--- src/rtl/id_ex_register_if.sv ---
// rtl/id_ex_register_if.sv - ID/EX pipeline register control, payload and status bundle
interface id_ex_register_if;
    logic        hold_i;
    logic        flush_i;
    logic        stall_i;
    logic        clr_cnt_i;
    logic [7:0]  ctrl_i;
    logic [31:0] rs_data_i;
    logic [31:0] rt_data_i;
    logic [31:0] imm_i;
    logic [4:0]  rs_addr_i;
    logic [4:0]  rt_addr_i;
    logic [4:0]  rd_addr_i;

    logic [7:0]  ctrl_o;
    logic [31:0] rs_data_o;
    logic [31:0] rt_data_o;
    logic [31:0] imm_o;
    logic [4:0]  rs_addr_o;
    logic [4:0]  rt_addr_o;
    logic [4:0]  rd_addr_o;
    logic        mem_read_o;
    logic        valid_o;
    logic [15:0] stall_cnt_o;
    logic [15:0] flush_cnt_o;

    modport slave (
        input  hold_i, flush_i, stall_i, clr_cnt_i,
        input  ctrl_i, rs_data_i, rt_data_i, imm_i, rs_addr_i, rt_addr_i, rd_addr_i,
        output ctrl_o, rs_data_o, rt_data_o, imm_o, rs_addr_o, rt_addr_o, rd_addr_o,
        output mem_read_o, valid_o, stall_cnt_o, flush_cnt_o
    );

    modport master (
        output hold_i, flush_i, stall_i, clr_cnt_i,
        output ctrl_i, rs_data_i, rt_data_i, imm_i, rs_addr_i, rt_addr_i, rd_addr_i,
        input  ctrl_o, rs_data_o, rt_data_o, imm_o, rs_addr_o, rt_addr_o, rd_addr_o,
        input  mem_read_o, valid_o, stall_cnt_o, flush_cnt_o
    );
endinterface

--- src/rtl/id_ex_register.sv ---
// rtl/id_ex_register.sv - ID/EX pipeline register with hold/flush/stall bubbles and event counters
module id_ex_register (
    input  logic              clk_i,
    input  logic              rst_i,
    id_ex_register_if.slave   bus
);
    logic [7:0]  ctrl_q,      ctrl_d;
    logic [31:0] rs_data_q,   rs_data_d;
    logic [31:0] rt_data_q,   rt_data_d;
    logic [31:0] imm_q,       imm_d;
    logic [4:0]  rs_addr_q,   rs_addr_d;
    logic [4:0]  rt_addr_q,   rt_addr_d;
    logic [4:0]  rd_addr_q,   rd_addr_d;
    logic        valid_q,     valid_d;
    logic [15:0] stall_cnt_q, stall_cnt_d;
    logic [15:0] flush_cnt_q, flush_cnt_d;

    function automatic logic [15:0] sat_inc(input logic [15:0] v);
        return (v == 16'hFFFF) ? v : v + 16'd1;
    endfunction

    // Priority hold > flush > stall > load; a flush hides a simultaneous stall.
    always_comb begin
        ctrl_d      = ctrl_q;
        rs_data_d   = rs_data_q;
        rt_data_d   = rt_data_q;
        imm_d       = imm_q;
        rs_addr_d   = rs_addr_q;
        rt_addr_d   = rt_addr_q;
        rd_addr_d   = rd_addr_q;
        valid_d     = valid_q;
        stall_cnt_d = stall_cnt_q;
        flush_cnt_d = flush_cnt_q;
        if (!bus.hold_i) begin
            if (bus.flush_i || bus.stall_i) begin
                ctrl_d    = '0;
                rs_data_d = '0;
                rt_data_d = '0;
                imm_d     = '0;
                rs_addr_d = '0;
                rt_addr_d = '0;
                rd_addr_d = '0;
                valid_d   = 1'b0;
                if (bus.flush_i) flush_cnt_d = sat_inc(flush_cnt_q);
                else             stall_cnt_d = sat_inc(stall_cnt_q);
            end else begin
                ctrl_d    = bus.ctrl_i;
                rs_data_d = bus.rs_data_i;
                rt_data_d = bus.rt_data_i;
                imm_d     = bus.imm_i;
                rs_addr_d = bus.rs_addr_i;
                rt_addr_d = bus.rt_addr_i;
                rd_addr_d = bus.rd_addr_i;
                valid_d   = 1'b1;
            end
            // Clear wins over any increment taken on the same edge.
            if (bus.clr_cnt_i) begin
                stall_cnt_d = '0;
                flush_cnt_d = '0;
            end
        end
    end

    always_ff @(posedge clk_i or negedge rst_i) begin
        if (!rst_i) begin
            ctrl_q      <= '0;
            rs_data_q   <= '0;
            rt_data_q   <= '0;
            imm_q       <= '0;
            rs_addr_q   <= '0;
            rt_addr_q   <= '0;
            rd_addr_q   <= '0;
            valid_q     <= 1'b0;
            stall_cnt_q <= '0;
            flush_cnt_q <= '0;
        end else begin
            ctrl_q      <= ctrl_d;
            rs_data_q   <= rs_data_d;
            rt_data_q   <= rt_data_d;
            imm_q       <= imm_d;
            rs_addr_q   <= rs_addr_d;
            rt_addr_q   <= rt_addr_d;
            rd_addr_q   <= rd_addr_d;
            valid_q     <= valid_d;
            stall_cnt_q <= stall_cnt_d;
            flush_cnt_q <= flush_cnt_d;
        end
    end

    assign bus.ctrl_o      = ctrl_q;
    assign bus.rs_data_o   = rs_data_q;
    assign bus.rt_data_o   = rt_data_q;
    assign bus.imm_o       = imm_q;
    assign bus.rs_addr_o   = rs_addr_q;
    assign bus.rt_addr_o   = rt_addr_q;
    assign bus.rd_addr_o   = rd_addr_q;
    assign bus.valid_o     = valid_q;
    assign bus.stall_cnt_o = stall_cnt_q;
    assign bus.flush_cnt_o = flush_cnt_q;
    // MemRead for the hazard unit, taken straight from the registered control byte.
    assign bus.mem_read_o  = ctrl_q[5];
endmodule

--- src/flat_wrapper.sv ---
// flat-port wrapper written by rule: the top's interface ports become plain ports
module id_ex_register_flat 
  (clk_i, rst_i, bus_hold_i, bus_flush_i, bus_stall_i, bus_clr_cnt_i, bus_ctrl_i, bus_rs_data_i, bus_rt_data_i, bus_imm_i, bus_rs_addr_i, bus_rt_addr_i, bus_rd_addr_i, bus_ctrl_o, bus_rs_data_o, bus_rt_data_o, bus_imm_o, bus_rs_addr_o, bus_rt_addr_o, bus_rd_addr_o, bus_mem_read_o, bus_valid_o, bus_stall_cnt_o, bus_flush_cnt_o);
  id_ex_register_if bus_i ();
  input  logic clk_i;
  input  logic rst_i;
  input wire logic [$bits(bus_i.hold_i)-1:0] bus_hold_i;
  input wire logic [$bits(bus_i.flush_i)-1:0] bus_flush_i;
  input wire logic [$bits(bus_i.stall_i)-1:0] bus_stall_i;
  input wire logic [$bits(bus_i.clr_cnt_i)-1:0] bus_clr_cnt_i;
  input wire logic [$bits(bus_i.ctrl_i)-1:0] bus_ctrl_i;
  input wire logic [$bits(bus_i.rs_data_i)-1:0] bus_rs_data_i;
  input wire logic [$bits(bus_i.rt_data_i)-1:0] bus_rt_data_i;
  input wire logic [$bits(bus_i.imm_i)-1:0] bus_imm_i;
  input wire logic [$bits(bus_i.rs_addr_i)-1:0] bus_rs_addr_i;
  input wire logic [$bits(bus_i.rt_addr_i)-1:0] bus_rt_addr_i;
  input wire logic [$bits(bus_i.rd_addr_i)-1:0] bus_rd_addr_i;
  output wire logic [$bits(bus_i.ctrl_o)-1:0] bus_ctrl_o;
  output wire logic [$bits(bus_i.rs_data_o)-1:0] bus_rs_data_o;
  output wire logic [$bits(bus_i.rt_data_o)-1:0] bus_rt_data_o;
  output wire logic [$bits(bus_i.imm_o)-1:0] bus_imm_o;
  output wire logic [$bits(bus_i.rs_addr_o)-1:0] bus_rs_addr_o;
  output wire logic [$bits(bus_i.rt_addr_o)-1:0] bus_rt_addr_o;
  output wire logic [$bits(bus_i.rd_addr_o)-1:0] bus_rd_addr_o;
  output wire logic [$bits(bus_i.mem_read_o)-1:0] bus_mem_read_o;
  output wire logic [$bits(bus_i.valid_o)-1:0] bus_valid_o;
  output wire logic [$bits(bus_i.stall_cnt_o)-1:0] bus_stall_cnt_o;
  output wire logic [$bits(bus_i.flush_cnt_o)-1:0] bus_flush_cnt_o;
  assign bus_i.hold_i = bus_hold_i;
  assign bus_i.flush_i = bus_flush_i;
  assign bus_i.stall_i = bus_stall_i;
  assign bus_i.clr_cnt_i = bus_clr_cnt_i;
  assign bus_i.ctrl_i = bus_ctrl_i;
  assign bus_i.rs_data_i = bus_rs_data_i;
  assign bus_i.rt_data_i = bus_rt_data_i;
  assign bus_i.imm_i = bus_imm_i;
  assign bus_i.rs_addr_i = bus_rs_addr_i;
  assign bus_i.rt_addr_i = bus_rt_addr_i;
  assign bus_i.rd_addr_i = bus_rd_addr_i;
  assign bus_ctrl_o = bus_i.ctrl_o;
  assign bus_rs_data_o = bus_i.rs_data_o;
  assign bus_rt_data_o = bus_i.rt_data_o;
  assign bus_imm_o = bus_i.imm_o;
  assign bus_rs_addr_o = bus_i.rs_addr_o;
  assign bus_rt_addr_o = bus_i.rt_addr_o;
  assign bus_rd_addr_o = bus_i.rd_addr_o;
  assign bus_mem_read_o = bus_i.mem_read_o;
  assign bus_valid_o = bus_i.valid_o;
  assign bus_stall_cnt_o = bus_i.stall_cnt_o;
  assign bus_flush_cnt_o = bus_i.flush_cnt_o;
  id_ex_register u_core (.clk_i(clk_i), .rst_i(rst_i), .bus(bus_i));
endmodule
--- config.mk ---
export PLATFORM = sky130hd
export DESIGN_NAME = id_ex_register_flat
export DESIGN_NICKNAME = d
export VERILOG_FILES = /design/src/rtl/id_ex_register_if.sv /design/src/rtl/id_ex_register.sv /design/src/flat_wrapper.sv
export SDC_FILE = /design/constraint.sdc
export NUM_CORES = 1
export LEC_CHECK = 0
export CORE_ASPECT_RATIO = 1.1
export CORE_MARGIN = 10
export CORE_UTILIZATION = 43
export CTS_CLUSTER_DIAMETER = 60
export DETAILED_ROUTE_END_ITERATION = 6
export GPL_ROUTABILITY_DRIVEN = 0
export PLACE_DENSITY = 0.81
export SLEW_MARGIN = 10
export SYNTH_ARGS = -nofsm -noshare
export SYNTH_HDL_FRONTEND = slang
export SYNTH_SLANG_ARGS = --single-unit
--- constraint.sdc ---
create_clock -name clk_i -period 2 [get_ports clk_i]
set_input_delay 0.2 -clock clk_i [delete_from_list [all_inputs] [get_ports clk_i]]
set_output_delay 0.2 -clock clk_i [all_outputs]
set_load 0.02 [all_outputs]
=== Yosys cells after proc, flatten, opt, wreduce, memory -nomap -nowiden ===
Cells that the tools add are included.

* Register bits: 152
* Input port bits: 125
* Output and inout bits: 153
* Word-level logic and storage cells: 39

* Add/subtract/negate cells: 2
* Equality and inequality tests: 5
* Mux-type cells: 16
* Bitwise gates (word level): 1
* Reduce and logical (&&, ||, !) cells: 5

{| class="wikitable"
|+ Operators with widths
! kind !! number
|-
| 16-bit 2-to-1 mux || 8
|-
| 32-bit 2-to-1 mux || 3
|-
| 16-bit by 1-bit adder with 16-bit output (second input constant) || 2
|-
| 16-bit equality test (second input constant) || 2
|-
| 5-bit 2-to-1 mux || 3
|-
| 8-bit 2-to-1 mux || 1
|-
| 4-bit AND reduction || 2
|-
| 2-bit != test (second input constant) || 2
|-
| 2-bit nonzero test || 2
|-
| 2-bit by 1-bit != test with 1-bit output (second input constant) || 1
|-
| 1-bit logical OR || 1
|-
| 1-bit 2-to-1 mux || 1
|-
| 1-bit NOT || 1
|}

=== Longest topological paths before layout ===
* Depth in word-level cells: 5
* Depth in mapped cells: 6
* Depth with buffers taken out: 5

=== Least setup slack after synthesis ===
No wires, ideal clock.

* Path kind: reg2reg
* From: register u_core.flush_cnt_q[0], in the netlist u_core.bus.flush_cnt_o[0]
* To: register u_core.flush_cnt_q[8], in the netlist u_core.bus.flush_cnt_o[8]
* Setup time: 66 ps
* Data arrival time: 1835 ps
* Path slack: 98 ps
* Cell stages (with the launch flop): 7
* Buffers on the path: 1
* Path through: dfrtp_1 > ha_1 > nand4_1 > or3_1 > buf_2 > or4_1 > nand2_1

* Cells in the longest elaborated chain, start to end: 5

{| class="wikitable"
|+ Ends and longest elaborated chain
! what !! RTL line !! text
|-
| start, declared || id_ex_register.sv:16 || <nowiki>logic [15:0] flush_cnt_q, flush_cnt_d;</nowiki>
|-
| start signal, assigned || id_ex_register.sv:86 || <nowiki>flush_cnt_q <= flush_cnt_d;</nowiki>
|-
| 16-bit by 1-bit adder with 16-bit output || id_ex_register.sv:19 || <nowiki>return (v == 16'hFFFF) ? v : v + 16'd1;</nowiki>
|-
| 16-bit 2-to-1 mux || id_ex_register.sv:19 ||
|-
| 16-bit 2-to-1 mux || id_ex_register.sv:44 || <nowiki>if (bus.flush_i) flush_cnt_d = sat_inc(flush_cnt_q);</nowiki>
|-
| 16-bit 2-to-1 mux || id_ex_register.sv:35 || <nowiki>if (bus.flush_i || bus.stall_i) begin</nowiki>
|-
| 16-bit 2-to-1 mux || id_ex_register.sv:57 || <nowiki>if (bus.clr_cnt_i) begin</nowiki>
|}

Several ways; a longest one is shown, not always the timed one. The select of a mux whose other input is x is not followed.
A chain may end at the register's enable or synchronous reset.

=== Worst setup path in the final report ===
* From: register u_core.stall_cnt_q[1], in the netlist u_core.bus.stall_cnt_o[1]
* To: register u_core.stall_cnt_q[0], in the netlist u_core.bus.stall_cnt_o[0]

* Cells in the longest elaborated chain, start to end: 3

{| class="wikitable"
|+ Ends and longest elaborated chain
! what !! RTL line !! text
|-
| start, declared || id_ex_register.sv:15 || <nowiki>logic [15:0] stall_cnt_q, stall_cnt_d;</nowiki>
|-
| start signal, assigned || id_ex_register.sv:85 || <nowiki>stall_cnt_q <= stall_cnt_d;</nowiki>
|-
| 16-bit equality test || id_ex_register.sv:19 ||
|-
| 2-bit != test (no line) || -- ||
|-
| 4-bit AND reduction (no line) || -- ||
|}

Every way passes these cells.

==> flow_metrics.tcl <==
set metrics [dict create \
    outcome "finished clean" \
    yosysUniqueCellTypes 55 \
    overflow 0 \
    required_ps 2300 \
    nets 932 \
    dominantRegCellSynth "dfrtp_1" \
    die_x_um 137 \
    maxCapViolations 0 \
    grt_use_met3 0.0980 \
    busiest_layer "met2" \
    synth-async-reset-ratio 1.00 \
    synthMuxAreaShare 0.00156 \
    clkLatencyLatePin_ps 420 \
    pre_cts_ws_ps 60.5 \
    fp-row-count 46 \
    yosysTopAreaCell "dfrtp_1" \
    synth_compound_area_frac 0.234 \
    grt_pass1_wl_um 34000 \
    power_mw 8.00 \
    worstMarginPinSlew_ps 633 \
    cts_buffer_depth 2 \
    num_vias 5775 \
    cts_resized 0 \
    cellPowerDensity_nw_per_um2 796 \
    syn_nets 655 \
    h-tree-depth 4 \
    fin_skew_ps 8.78 \
    synth_seq_cells 152 \
    drc 0 \
    syn_area_per_cell_sq_um 12.2 \
    clock_sinks 152 \
    cts.clk_slew.worst_paths_ps 60 \
    p_leak_nw 4.31 \
    rsz0062_at_grt "no" \
    initial_core_util 0.441 \
    synth_area_leaders "dfrtp_1 (59%), a22o_1 (16%), clkbuf_1 (1.7%)" \
    dp_hpwl_um 15900 \
    worstSetupPathType "reg -> reg" \
    syn_inst 528 \
    synth_area_sq_um 6420 \
    cp_cell_sequence "ha_1 > nand3_1 > or4_1 > a311oi_1" \
    chipHeight_um 148 \
    ant_nets 0 \
    cpMaxStageDelayCell "or4_1" \
    cts_root_buffer "clkbuf_16" \
    finalHoldViolations 0 \
    cts_tree "done" \
    yosys_warnings 0 \
    synth-xor-area-share 0 \
    core_sq_um 14600 \
    final_max_slew_viol_count 0 \
    tns_ps 0 \
    antenna_found_initial 0 \
    crit_path_max_incr_delay_ps 630 \
    met1_usage 0.250 \
    setup_viol 0 \
    max_freq_mhz 520 \
    netlist.area_leader.share 0.592 \
    finalNonFillerCells 1010 \
    use_met2 0.335 \
    ioPinCount 278 \
    synth_edf_count 0 \
    crit_buf_inv 0 \
    layout_setup_ws_ps 77.9 \
    max-vdd-ir-drop_mv 0.497 \
    synth-simple-area-share 0.129 \
    cts_made_buffers 17 \
    maxSlewHeadroom 0.578 \
    grt_max_degree 61 \
    crit_fanout 5 \
    vias_per_cell 5.72 \
    cp_data_arrival_time_ps 2220 \
    ys_seq_area_frac 0.592 \
    grtUsageTotal 0.212 \
    drive_above_1_share 0.0782 \
    worstSetupStartpointType "register" \
    fin_crit_ps 1920 \
    detail_route.first_pass.iterations 5 \
    synthAdderAreaFrac 0.00389 \
    cts_hold_buf 1 \
    dp.cells 977 \
    port_buffers 277 \
    cpLargestDelayFamily "simple AND/OR/NAND/NOR gates" \
    post-route-period-util 0.961 \
    synth_top_family_by_area "compound AO/OA/AOI/OAI gates" \
    finalWirelength_um 21700 \
    area_growth_pct 56.4 \
    crit_path_end_kind "register" \
    min_path_type "in -> reg" \
    grt_pass1_vias 5963 \
    post-cts-setup-buffer-count 0 \
    drt_iter0_markers 436 \
    dieArea_sq_um 20200 \
    wl_per_cell_um 21.5 \
    antenna_cells 0 \
]
registers in the layout (all words and copies together), names as in the netlist:
signal,cells
u_core.bus.rd_addr_o,5
u_core.bus.rt_addr_o,5
u_core.bus.rs_addr_o,5
u_core.bus.ctrl_o,8
u_core.bus.rt_data_o,32
u_core.bus.imm_o,32
u_core.bus.stall_cnt_o,16
u_core.bus.flush_cnt_o,16
u_core.bus.rs_data_o,32
u_core.bus.valid_o,1
power breakdown:
group	switching, mW	internal (mW)
clock	1.26	1.87
combinational	0.685	0.740
sequential	0.174	3.26
total	2.12	5.87
metrics by stage:
| step | area [sq um] | hold slack (ps) | utilization |
|---|---|---|---|
| finish | 10000 | 171 | 0.690 |
| global route | 10000 | 177 | 0.690 |
| CTS | 10000 | 146 | 0.690 |
| detailed placement | 9470 | 153 | 0.650 |
| global placement | 9470 | 140 | 0.650 |
| floorplan | 6420 | -95.6 | - |
worst min-delay path, stage by stage:
cell	delay, ps
buf_4	180
nand2_1	80
o211ai_1	80
Yosys cell counts (4+ instances only):
library cell	number
nor2_1	11
nand4_1	16
nor3_1	14
o311ai_0	4
o311ai_1	5
or4_1	5
clkbuf_1	29
o211ai_1	10
inv_1	13
dfrtp_1	152
and4_1	6
nor4_1	7
or3_1	5
nor2b_1	4
nand2_1	25
and3_1	6
o31ai_1	5
a2bb2oi_1	4
buf_2	9
nand3_1	21
a22o_1	119
logic make-up after synthesis:
group / count (synthesis)
mux: 1
compound gates: 176
flops: 152
fa+ha+maj: 2
simple gates: 140
buf+inv: 57
area by class of cell:
cell class	count	area (sq um)
Fill cell	1049	4510
Multi-Input combinational cell	319	2370
Tap cell	192	240
Timing Repair Buffer	301	3000
Clock inverter	11	124
Inverter	14	52.6
Clock buffer	21	450
Sequential cell	152	3800
placed cells by master, fill, tap and decap left out, types with 3 or more instances in the layout:
cell type and count:
clkdlybuf4s50_1 275, dfrtp_1 152, a22o_1 119, nand2_1 25, nand3_1 21, buf_4 20
clkbuf_16 17, nand4_1 16, inv_1 13, nor3_1 13, nor2_1 11, o211ai_1 10
nor4_1 7, and4_1 6, and3_1 6, or3_1 5, o31ai_1 5, or4_1 5
o311ai_1 5, nor2b_1 4, a2bb2oi_1 4, o311ai_0 4, buf_12 4, nand2b_1 3
or2_2 3, a311o_1 3, a21oi_1 3, a311oi_1 3, o41ai_1 3, clkbuf_1 3
clkinv_2 3, clkinvlp_4 3
final timing paths:
kind / start / end / cells after the start / slack, ps
worst max-delay path: u_core.bus.stall_cnt_o[1] / u_core.bus.stall_cnt_o[0] / 4 / 80
worst min-delay path: bus_hold_i / u_core.bus.flush_cnt_o[13] / 3 / 170
worst max register to register: u_core.bus.stall_cnt_o[1] / u_core.bus.stall_cnt_o[0] / 4 / 80
worst min register to register: u_core.bus.valid_o / u_core.bus.valid_o / 1 / 480
max in group asynchronous: rst_i / u_core.bus.rt_data_o[24] / 3 / 1070
min in group asynchronous: rst_i / u_core.bus.flush_cnt_o[6] / 2 / 270
routing by layer:
| layer | up-vias | wire, um | share of wire |
|---|---|---|---|
| li1 | 2625 | - | - |
| met1 | 2800 | 8310 | 0.38 |
| met2 | 319 | 10400 | 0.48 |
| met3 | 31 | 2600 | 0.12 |
| met4 | 0 | 362 | 0.017 |
| met5 | - | 0 | 0 |
Note: power is estimated with default switching activity, not from simulation.
